===== config.mk =====
export PLATFORM = sky130hd
export DESIGN_NAME = nibble_compare_sequencer_flat
export DESIGN_NICKNAME = d
export VERILOG_FILES = /design/src/rtl/nibble_compare_sequencer_if.sv /design/src/rtl/nibble_compare_sequencer.sv /design/src/flat_wrapper.sv
export SDC_FILE = /design/constraint.sdc
export NUM_CORES = 1
export LEC_CHECK = 0
export CORE_AREA = 8 8 52 75
export CTS_BUF_LIST = sky130_fd_sc_hd__clkbuf_2 sky130_fd_sc_hd__clkbuf_4 sky130_fd_sc_hd__clkbuf_8
export DETAILED_ROUTE_END_ITERATION = 10
export DIE_AREA = 0 0 60 83
export HOLD_SLACK_MARGIN = 0.02
export MAX_ROUTING_LAYER = met4
export PLACE_DENSITY = 0.88
export SETUP_SLACK_MARGIN = 0.05
export SLEW_MARGIN = 20
export SYNTH_ARGS = -nofsm -noshare
export SYNTH_HDL_FRONTEND = slang
export SYNTH_SLANG_ARGS = --single-unit

===== constraint.sdc =====
create_clock -name clk -period 3 [get_ports clk]
set_input_delay 0.3 -clock clk [delete_from_list [all_inputs] [get_ports clk]]
set_output_delay 0.3 -clock clk [all_outputs]
set_load 0.05 [all_outputs]

===== src/rtl/nibble_compare_sequencer_if.sv =====
// Handshake bundle for nibble_compare_sequencer. The operand side and the result side
// each use valid/ready. The master drives operands and out_ready.
interface nibble_compare_sequencer_if #(
    parameter int WIDTH = 8
);
    logic             in_valid;
    logic             in_ready;
    logic [WIDTH-1:0] a;
    logic [WIDTH-1:0] b;
    logic             out_valid;
    logic             out_ready;
    logic             eq;
    logic             gt;
    logic             lt;
    logic [3:0]       cycles;

    modport master (
        output in_valid, a, b, out_ready,
        input  in_ready, out_valid, eq, gt, lt, cycles
    );

    modport slave (
        input  in_valid, a, b, out_ready,
        output in_ready, out_valid, eq, gt, lt, cycles
    );
endinterface


===== src/rtl/nibble_compare_sequencer.sv =====
// Multi-cycle unsigned magnitude comparator. One shared 4-bit slice walks the operands
// from the most significant nibble down and stops at the first nibble that differs.
module nibble_compare_sequencer #(
    parameter int WIDTH = 8
) (
    input  logic                          clk,
    input  logic                          rst_n,
    nibble_compare_sequencer_if.slave     bus
);
    localparam int NIBBLES = WIDTH / 4;
    localparam int IDX_W   = 4;

    generate
        if ((WIDTH % 4) != 0 || WIDTH < 4 || WIDTH > 60) begin : g_bad_width
            $error("nibble_compare_sequencer: WIDTH must be a multiple of 4 in 4..60");
        end
    endgenerate

    typedef enum logic [1:0] {
        IDLE    = 2'd0,
        COMPARE = 2'd1,
        DONE    = 2'd2
    } state_t;

    state_t            state;
    state_t            state_next;

    logic [WIDTH-1:0]  a_q;
    logic [WIDTH-1:0]  b_q;
    logic [IDX_W-1:0]  idx;
    logic              eq_q;
    logic              gt_q;
    logic              lt_q;
    logic [3:0]        cycles_q;

    logic              in_ready;
    logic              out_valid;
    logic              accept;
    logic              consume;

    logic [WIDTH-1:0]  a_shift;
    logic [WIDTH-1:0]  b_shift;
    logic [3:0]        a_nib;
    logic [3:0]        b_nib;
    logic              nib_gt;
    logic              nib_lt;
    logic              last_nib;
    logic              resolved;

    // The shared 4-bit slice: pick nibble idx of each latched operand and compare.
    always_comb begin
        a_shift  = a_q >> {idx, 2'b00};
        b_shift  = b_q >> {idx, 2'b00};
        a_nib    = a_shift[3:0];
        b_nib    = b_shift[3:0];
        nib_gt   = (a_nib > b_nib);
        nib_lt   = (a_nib < b_nib);
        last_nib = (idx == '0);
        resolved = nib_gt || nib_lt || last_nib;
    end

    assign accept  = in_ready && bus.in_valid;
    assign consume = out_valid && bus.out_ready;

    // NOTE: sequential state uses non-blocking (<=) so every register samples pre-edge values.
    always_ff @(posedge clk or negedge rst_n) begin
        if (!rst_n) begin
            state <= IDLE;
        end else begin
            state <= state_next;
        end
    end

    // NOTE: every output of a combinational block gets a default first, so no latch is inferred.
    always_comb begin
        state_next = state;
        unique case (state)
            IDLE: begin
                if (accept) begin
                    state_next = COMPARE;
                end
            end
            COMPARE: begin
                if (resolved) begin
                    state_next = DONE;
                end
            end
            DONE: begin
                if (bus.out_ready) begin
                    state_next = IDLE;
                end
            end
            default: state_next = IDLE;
        endcase
    end

    // Handshake outputs. in_ready is also gated by rst_n so it reads 0 while reset is held.
    always_comb begin
        in_ready  = 1'b0;
        out_valid = 1'b0;
        unique case (state)
            IDLE:    in_ready  = rst_n;
            COMPARE: in_ready  = 1'b0;
            DONE:    out_valid = 1'b1;
            default: begin
                in_ready  = 1'b0;
                out_valid = 1'b0;
            end
        endcase
    end

    // NOTE: the operand registers are reset as well, so a discarded compare leaves nothing behind.
    always_ff @(posedge clk or negedge rst_n) begin
        if (!rst_n) begin
            a_q      <= '0;
            b_q      <= '0;
            idx      <= '0;
            eq_q     <= 1'b0;
            gt_q     <= 1'b0;
            lt_q     <= 1'b0;
            cycles_q <= '0;
        end else begin
            unique case (state)
                IDLE: begin
                    if (accept) begin
                        a_q      <= bus.a;
                        b_q      <= bus.b;
                        idx      <= IDX_W'(NIBBLES - 1);
                        eq_q     <= 1'b0;
                        gt_q     <= 1'b0;
                        lt_q     <= 1'b0;
                        cycles_q <= '0;
                    end
                end
                COMPARE: begin
                    cycles_q <= cycles_q + 4'd1;
                    if (nib_gt) begin
                        gt_q <= 1'b1;
                    end else if (nib_lt) begin
                        lt_q <= 1'b1;
                    end else if (last_nib) begin
                        eq_q <= 1'b1;
                    end else begin
                        idx <= idx - IDX_W'(1);
                    end
                end
                DONE: begin
                    // Flags drop with out_valid so they only read as set while a result is offered.
                    if (consume) begin
                        eq_q     <= 1'b0;
                        gt_q     <= 1'b0;
                        lt_q     <= 1'b0;
                        cycles_q <= '0;
                    end
                end
                default: ;
            endcase
        end
    end

    assign bus.in_ready  = in_ready;
    assign bus.out_valid = out_valid;
    assign bus.eq        = eq_q;
    assign bus.gt        = gt_q;
    assign bus.lt        = lt_q;
    assign bus.cycles    = cycles_q;

    // Result invariants: one-hot while offered, silent otherwise, stable under backpressure.
    property p_onehot_when_valid;
        @(posedge clk) disable iff (!rst_n)
            out_valid |-> $onehot({eq_q, gt_q, lt_q});
    endproperty
    a_onehot_when_valid: assert property (p_onehot_when_valid);

    property p_quiet_when_idle;
        @(posedge clk) disable iff (!rst_n)
            !out_valid |-> !(eq_q || gt_q || lt_q);
    endproperty
    a_quiet_when_idle: assert property (p_quiet_when_idle);

    property p_hold_under_backpressure;
        @(posedge clk) disable iff (!rst_n)
            (out_valid && !bus.out_ready) |=>
                (out_valid && $stable({eq_q, gt_q, lt_q, cycles_q}));
    endproperty
    a_hold_under_backpressure: assert property (p_hold_under_backpressure);

    property p_cycles_in_range;
        @(posedge clk) disable iff (!rst_n)
            out_valid |-> (cycles_q >= 4'd1 && 32'(cycles_q) <= NIBBLES);
    endproperty
    a_cycles_in_range: assert property (p_cycles_in_range);

endmodule


===== src/flat_wrapper.sv =====
// flat-port wrapper written by rule: the top's interface ports become plain ports
module nibble_compare_sequencer_flat 
#(
    parameter int WIDTH = 8
)
  (clk, rst_n, bus_in_valid, bus_a, bus_b, bus_out_ready, bus_in_ready, bus_out_valid, bus_eq, bus_gt, bus_lt, bus_cycles);
  nibble_compare_sequencer_if #(.WIDTH(WIDTH)) bus_i ();
  input  logic clk;
  input  logic rst_n;
  input wire logic [$bits(bus_i.in_valid)-1:0] bus_in_valid;
  input wire logic [$bits(bus_i.a)-1:0] bus_a;
  input wire logic [$bits(bus_i.b)-1:0] bus_b;
  input wire logic [$bits(bus_i.out_ready)-1:0] bus_out_ready;
  output wire logic [$bits(bus_i.in_ready)-1:0] bus_in_ready;
  output wire logic [$bits(bus_i.out_valid)-1:0] bus_out_valid;
  output wire logic [$bits(bus_i.eq)-1:0] bus_eq;
  output wire logic [$bits(bus_i.gt)-1:0] bus_gt;
  output wire logic [$bits(bus_i.lt)-1:0] bus_lt;
  output wire logic [$bits(bus_i.cycles)-1:0] bus_cycles;
  assign bus_i.in_valid = bus_in_valid;
  assign bus_i.a = bus_a;
  assign bus_i.b = bus_b;
  assign bus_i.out_ready = bus_out_ready;
  assign bus_in_ready = bus_i.in_ready;
  assign bus_out_valid = bus_i.out_valid;
  assign bus_eq = bus_i.eq;
  assign bus_gt = bus_i.gt;
  assign bus_lt = bus_i.lt;
  assign bus_cycles = bus_i.cycles;
  nibble_compare_sequencer #(.WIDTH(WIDTH)) u_core (.clk(clk), .rst_n(rst_n), .bus(bus_i));
endmodule

-- Word level (Yosys, flattened, before mapping)
Cells that the tools add are included.
- register bits: 29
- input port bits: 20
- output and inout bits: 9
- word-level logic and storage cells: 66
- add/sub/neg operators: 2
- order comparisons: 2
- equal/unequal tests: 12
- shift-type cells: 2
- multiplexer cells: 25
- reductions and logical operators: 15
- operators by type and width (operator ; count):
    4-bit 2-to-1 mux ; 6
    8-bit by 6-bit right shift with 4-bit output ; 2
    2-bit by 1-bit inequality test with 1-bit output (second input constant) ; 6
    4-bit one-hot mux with 3 select lines ; 1
    1-bit 2-to-1 mux ; 10
    5-bit AND reduction ; 2
    1-bit one-hot mux with 3 select lines ; 3
    2-bit inequality test (second input constant) ; 4
    4-bit one-hot mux with 2 select lines ; 1
    2-bit 2-to-1 mux ; 3
    2-bit one-hot mux with 3 select lines ; 1
    3-bit AND reduction ; 2
    6-bit AND reduction ; 1
    4-bit by 1-bit adder with 4-bit output (second input constant) ; 1
    4-bit greater-than comparator ; 1
    4-bit logical NOT ; 1
    4-bit < comparator ; 1
    4-bit AND reduction ; 1
    4-bit by 1-bit subtractor with 4-bit output (second input constant) ; 1
    3-bit nonzero test ; 1
    2-bit by 1-bit equality test with 1-bit output (second input constant) ; 1
    2-bit equality test (second input constant) ; 1
    1-bit logical AND ; 2
    2-bit logical NOT ; 1
    3 further kinds ; 4

-- Longest topological paths before layout
Gate-level depths: netlist of the first run.
- depth after elaboration: 6
- depth in mapped cells: 8
- gate-level depth less buffers: 7

-- Worst setup path before layout of the first run
Ideal clock, no wire load.
- kind: reg2reg
- start: reg u_core.idx[1]
- end: reg u_core.idx[1]
- library setup time: 121 ps
- arrival: 1880 ps
- required time: 2879 ps
- slack: 999 ps
- cell stages (with the launch flop): 8
- path buffers: 0
- clock period less this slack: 2001 ps
- path through: dfrtp_1 nor3_1 nand2_1 ha_1 nand4_1 a31oi_1 o22ai_1 a22o_1
- word-level cells in the longest chain between the ends: 5
- elaborated cells on any way between the ends: 14
- classes of those cells: add/sub: 1; order compare: 2; eq/ne: 3; shift: 2; mux: 4; reduce/logical: 2
- ends and longest elaborated chain (item ; line ; text):
    from (decl) ; nibble_compare_sequencer.sv:30 ; logic [IDX_W-1:0] idx;
    from (signal assigned) ; nibble_compare_sequencer.sv:128 ; idx <= IDX_W'(NIBBLES - 1);
    from (signal assigned) ; nibble_compare_sequencer.sv:144 ; idx <= idx - IDX_W'(1);
    branches (longest 5 deep; another with 4-bit < comparator) ; n/a ;
Several ways; the timed one is not identified. The select of a mux whose other input is x is not followed.
A chain may end at the register's enable or synchronous reset.

-- Worst setup path in the final report of the first run
Ends and elaborated chain as after synthesis.

==> summary.md, run 1 <==
| Metric | Value |
|---|---|
| DR pass1 iterations | 4 |
| Worst endpoint required time | 3160 ps |
| Fillers | 222 |
| Crit-path cells | nor3_1, nand2_1, ha_1, nand4_1, a31oi_1, o22ai_1, a22o_1 |
| Worst-margin pin slew | 506 ps |
| Ys Warns | 0 |
| CTS sink cnt | 29 |
| Kind of cell adding the most delay to the critical path | compound AO/OA/AOI/OAI gates |
| Final setup fails | 0 |
| Row cnt | 24 |
| Switching share of power | 39.6% |
| Clock H-tree levels | 2 |
| Clock-pin transition on the worst setup and hold timing paths | 60 ps |
| Final wirelength | 3440 µm |
| CTS max path bufs | 2 |
| Slowest-stage cell, CP | nor3_1 |
| Worst Setup Start Kind | flip-flop |
| Setup bufs post-CTS | 0 |
| DIE AREA | 4980 µm² |
| Min setup slack post-route | 495 ps |
| Post-synthesis register bit count | 29 |
| Yosys cell types | 33 |
| CTS Root Cell | clkbuf_8 |
| Total negative slack | 0 ps |
| Worst Path Arrival | 2670 ps |
| Post-synthesis mux area share | 20.2% |
| Leak | 0.902 nW |
| Core Region | 2850 µm² |
| Period utilization | 83.5% |
| Cell Area, Synth | 1530 µm² |
| Cells after Synth | 131 |
| Post-route ant nets | 0 |
| Seq pwr share | 33.8% |
| Switch Pwr | 0.803 mW |
| Internal power | 1.23 mW |
| Final nets | 191 |
| Syn_nets | 158 |
| Commonest non-fill, non-tap cell in the layout | dfrtp_1 |
| Compound-Gate Fraction of Synth Area | 11.1% |
| RR Endpoint | u_core.idx[1] |
| Die W | 60 µm |
| Global-route usage over all layers | 15.6% |
| Gpl congestion | 0.861 |
| Seq/Total Area, Yosys | 47.5% |
| Crit. Startpoint | u_core.idx[1] |
| Post-route DRC | 0 |
| # IOs | 29 |
| Worst hold slack | 343 ps |
| Cell count along the critical path | 7 |
| Clock power frac | 16.0% |
| Relative slew slack | 66.1% |
| Initial Util | 53.6% |
| Worst skew pair latency | 280 ps |
| TritonCTS buffer count | 5 |
| Worst VDD drop | 673 µV |
| Status | complete, no violations |
| DRT iter0 DRCs | 14 |
| Vias in the first global route | 1222 |
| Buffers on Ports | 28 |
| CP max FO | 5 |
| DP Cell Count | 196 |
| Share of layout cells above drive strength 1 | 20.1% |
| Antenna violations before repair | 0 |
| Post-cts repair resize count | 0 |
| Comb power frac | 50.3% |
| Area Growth Syn to Fin | 26.8% |
| Post-synthesis xor/xnor area fraction | 0.573% |
| Critical Path End | u_core.idx[1] |
| Post-synth EDFFs | 0 |
| Critical path endpoint category | flip-flop |
| Final Slew Violations | 0 |
| Main synth FF type | dfrtp_1 |
| Final worst path period need | 2510 ps |
| Post-Synth Adder-Cell Area | 5.73% |
| CTS tree | yes |
| Commonest non-fill, non-tap cells in the layout | dfrtp_1 (29), clkdlybuf4s50_1 (27), mux2_2 (11) |
| Number of inserted diodes | 0 |
| Simple-gate share of the synthesized area | 11.1% |
| Worst path bufs/invs | 0 |
| Global-route wire length before repair | 5800 µm |
| FF-to-FF setup slack | 490 ps |
| Grt ovf | 0 |
| CP Class | flip-flop to flip-flop |
| DR vias/cell | 5.45 |
| FMAX | 399 MHz |
| Final HPWL DP | 2560 µm |
| Worst Reg-to-Reg Cells | 7 |
| Vias post-DR | 1106 |
| Power Total | 2.03 mW |
| Syn Area/Cell | 11.7 µm² |
| RSZ-0062 raised after global routing | no |
| Power per cell area | 1050 nW/µm² |
| Class of the worst hold path | input pin to asynchronous set/reset pin |
| Worst path max stage delay | 450 ps |
| Clock Skews | 4.05 ps |
| Post-CTS Hold Buffers | 0 |
| Non-filler cells, final | 203 |
| Largest net degree at the start of global routing | 24 |
| Main combinational cell family by area after synthesis | multiplexers |
| Max-cap viol count | 0 |
| Reg2reg start | u_core.idx[1] |
| Avg WL per Cell | 17.0 µm |
| Dpl ws | 599 ps |
| Fin. Hold Viols | 0 |
| Ys async rst share | 100% |
| Die height | 83 µm |
metal layers:
layer / GRT usage, % / wire [µm] / up-vias
li1: - / - / 536
met1: 15.7 / 1420 / 536
met2: 26.1 / 1800 / 29
met3: 5.09 / 153 / 5
met4: 6.99 / 61 / 0
met5: - / 0 / -
metrics by stage:
stage / instance area [µm²] / utilization [%]
after global placement: 1850 / 64.8
after floorplan: 1530 / -
final: 1940 / 67.9
after detailed placement: 1850 / 64.8
after global routing: 1940 / 67.9
after CTS: 1940 / 67.9
final cells by class:
type	count	area, µm²	share of cell area (%)
Inverter	8	30.0	1.55
Sequential cell	29	726	37.4
Tap cell	39	48.8	2.52
Clock buffer	7	90.1	4.65
Timing Repair Buffer	29	298	15.4
Multi-Input combinational cell	91	746	38.5
power by group through the flow:
| stage | Clock (mW) | Sequential (mW) | Combinational (mW) |
|---|---|---|---|
| 4_1_cts | 0.333 | 0.685 | 1.02 |
| 2_1_floorplan | 0 | 0.714 | 0.709 |
| 6_report | 0.324 | 0.685 | 1.02 |
| 3_3_place_gp | 0 | 0.679 | 0.962 |
| 3_5_place_dp | 0 | 0.687 | 1.00 |
| 5_1_grt | 0.346 | 0.706 | 1.12 |
cell usage after synthesis, drive strengths merged, types with 3 or more instances:
cell	instances	area, µm²
nand2	9	33.8
nor3	3	15.0
ha	7	87.6
mux2i	5	50.1
nor2	11	43.8
nand3	3	15.0
inv	8	30.0
mux2	20	259
dfrtp	29	726
o21ai	3	15.0
a21oi	5	25.0
a31oi	3	18.8
buf	3	27.5
sequential cells by signal, indices dropped and copies added (netlist names):
register,count
u_core.a_q,8
u_core.b_q,8
u_core.bus.cycles,4
u_core.idx,4
u_core.state,2
u_core.bus.eq,1
u_core.bus.gt,1
u_core.bus.lt,1
logic make-up (layout without fill, tap and decap cells):
kind of cell / after synthesis / in the layout
muxes: 25 / 25
AOI/OAI and AO/OA: 23 / 23
and+or+nand+nor: 35 / 35
DFF: 29 / 29
adders and majority gates: 7 / 7
xor gates and xnor gates: 1 / 1
buffers and inverters: 11 / 44
worst min path at each step:
stage | cells after the start | endpoint | startpoint | slack [ps]
after CTS | 1 | u_core.bus.cycles[0] | rst_n | 340
after floorplan | 0 | u_core.a_q[0] | rst_n | 4
after global placement | 1 | u_core.b_q[7] | u_core.b_q[7] | 490
final | 1 | u_core.bus.cycles[0] | rst_n | 340
after detailed placement | 1 | u_core.b_q[5] | u_core.b_q[5] | 500
after global routing | 1 | u_core.bus.cycles[0] | rst_n | 360
Power figures use the tool's default switching activity.
==> inputs of run 2 (changes only) <==
--- a/config.mk
+++ b/config.mk
@@ -5,13 +5,13 @@
 export SDC_FILE = /design/constraint.sdc
 export NUM_CORES = 1
 export LEC_CHECK = 0
-export CORE_AREA = 8 8 52 75
+export CORE_AREA = 8 8 56 81
 export CTS_BUF_LIST = sky130_fd_sc_hd__clkbuf_2 sky130_fd_sc_hd__clkbuf_4 sky130_fd_sc_hd__clkbuf_8
 export DETAILED_ROUTE_END_ITERATION = 10
-export DIE_AREA = 0 0 60 83
+export DIE_AREA = 0 0 64 89
 export HOLD_SLACK_MARGIN = 0.02
 export MAX_ROUTING_LAYER = met4
-export PLACE_DENSITY = 0.88
+export PLACE_DENSITY = 0.79
 export SETUP_SLACK_MARGIN = 0.05
 export SLEW_MARGIN = 20
 export SYNTH_ARGS = -nofsm -noshare
==> constraint.sdc (replaced) <==
create_clock -name clk -period 2.14 [get_ports clk]
set_input_delay 0.214 -clock clk [delete_from_list [all_inputs] [get_ports clk]]
set_output_delay 0.214 -clock clk [all_outputs]
set_load 0.05 [all_outputs]
==> run 2 against run 1 <==
- sequential cell count did not move
- first-iteration DRC count rose to 3.0 times the previous value
- count of clock-buffer cells in the layout unchanged
- critical path type unchanged
- critical endpoint unchanged
- highest routed layer unchanged
==> summary.md, run 2 (synthesized netlist as in run 1, its figures left out) <==
| Metric | Value |
|---|---|
| Clock-pin transition on the worst setup and hold timing paths | 60 ps |
| DR pass1 iterations | 4 |
| Worst endpoint required time | 2310 ps |
| CP max FO | 5 |
| Initial Util | 45.6% |
| DR vias/cell | 5.37 |
| Utilization after layout | 61.5% |
| Post-route ant nets | 0 |
| Period utilization | 98.3% |
| Leak | 0.965 nW |
| Final worst path period need | 2100 ps |
| Max-cap viol count | 0 |
| Power Total | 3.10 mW |
| Crit. Startpoint | u_core.idx[3] |
| Gpl congestion | 0.845 |
| Final setup fails | 0 |
| Grt ovf | 0 |
| Die W | 64 µm |
| Antenna violations before repair | 0 |
| FMAX | 475 MHz |
| Power per cell area | 1500 nW/µm² |
| Final HPWL DP | 2580 µm |
| Worst Path Arrival | 2280 ps |
| Area Growth Syn to Fin | 34.7% |
| Clock Skews | 2.54 ps |
| Core Region | 3350 µm² |
| CTS sink cnt | 29 |
| Final Slew Violations | 0 |
| Final wirelength | 3590 µm |
| Relative slew slack | 66.1% |
| Row cnt | 26 |
| Worst Reg-to-Reg Cells | 8 |
| Commonest non-fill, non-tap cells in the layout | dfrtp_1 (27), clkdlybuf4s50_1 (26), mux2_2 (11) |
| Critical path endpoint category | flip-flop |
| Worst Setup Start Kind | flip-flop |
| Global-route wire length before repair | 5820 µm |
| Worst-margin pin slew | 507 ps |
| Vias post-DR | 1154 |
| Clock H-tree levels | 2 |
| Fillers | 266 |
| # IOs | 29 |
| Status | complete, no violations |
| Worst VDD drop | 1300 µV |
| Fin. Hold Viols | 0 |
| DIE AREA | 5700 µm² |
| Share of layout cells above drive strength 1 | 30.6% |
| CP Class | flip-flop to flip-flop |
| TritonCTS buffer count | 5 |
| DRT iter0 DRCs | 42 |
| Avg WL per Cell | 16.7 µm |
| CTS Root Cell | clkbuf_8 |
| Worst skew pair latency | 280 ps |
| Buffers on Ports | 28 |
| Global-route usage over all layers | 13.7% |
| RSZ-0062 raised after global routing | yes |
| Critical Path End | u_core.idx[1] |
| Largest net degree at the start of global routing | 30 |
| Reg2reg start | u_core.idx[3] |
| Commonest non-fill, non-tap cell in the layout | dfrtp_1 |
| Post-route DRC | 0 |
| RR Endpoint | u_core.idx[1] |
| Vias in the first global route | 1291 |
| Number of inserted diodes | 0 |
| Largest registers | u_core.a_q x8, u_core.b_q x8 |
| Class of the worst hold path | input pin to asynchronous set/reset pin |
| Die height | 89 µm |
| CTS max path bufs | 2 |
| CTS tree | yes |
| FF-to-FF setup slack | 40 ps |
| Final nets | 199 |
[run 2: power by group]
group | switching (mW) | internal, mW | leakage (nW) | total, mW
clock | 0.212 | 0.290 | 0.0542 | 0.502
sequential | 0.188 | 0.771 | 0.357 | 0.959
combinational | 0.810 | 0.828 | 0.553 | 1.64
[run 2: worst min-delay path by stage]
stage	from	endpoint	slack, ps
after global placement	rst_n	u_core.state[0]	440
after CTS	rst_n	u_core.state[0]	140
final	rst_n	u_core.state[0]	140
after global routing	rst_n	u_core.state[0]	150
after floorplan	rst_n	u_core.a_q[0]	-80
after detailed placement	rst_n	u_core.state[0]	450
[run 2: timing repair]
action                                  4_1_cts  5_1_grt
pin swaps                                     0        5
hold buffers                                  0        0
gates resized for setup                       4        8
setup buffers                                 1        4
cloned                                        0        0
endpoints found under the setup margin        5        6
[run 2: routing by layer]
metal | global-route usage [%] | share of wire (%) | up-vias
met3 | 4.77 | 4.0 | 7
met1 | 12.9 | 39 | 570
met4 | 8.55 | 2.5 | 0
li1 | - | - | 547
met5 | - | 0 | -
met2 | 23.5 | 54 | 30
[run 2: layout make-up]
class | instances | area [µm²] | share of cell area [%]
clock buffer | 7 | 96.3 | 4.68
clock inverter | 1 | 5.00 | 0.243
inverter | 8 | 30.0 | 1.46
multi-input combinational | 91 | 787 | 38.2
sequential | 29 | 728 | 35.4
tap | 42 | 52.6 | 2.55
timing repair buffer | 37 | 360 | 17.5
[run 2: metrics by stage]
stage | area [µm²] | TNS (ps) | std cells | worst slack (ps) | hold slack [ps]
after floorplan | 1530 | 0 | 131 | 139 | -81.6
after global placement | 1870 | 0 | 202 | 45.4 | 445
after detailed placement | 1870 | -127 | 202 | -61.5 | 446
after CTS | 1990 | 0 | 211 | 73.6 | 142
after global routing | 2060 | -92.6 | 215 | -46.5 | 148
final | 2060 | 0 | 215 | 35.7 | 143
[run 2: worst max-delay path, cell delays in order, from the launching register on]
cell and delay, ps:
dfrtp_2 430, or3_4 430, nor2_2 110, ha_1 250
nand2b_1 100, a31oi_1 90, buf_4 160, and2_4 170
a22o_1 230
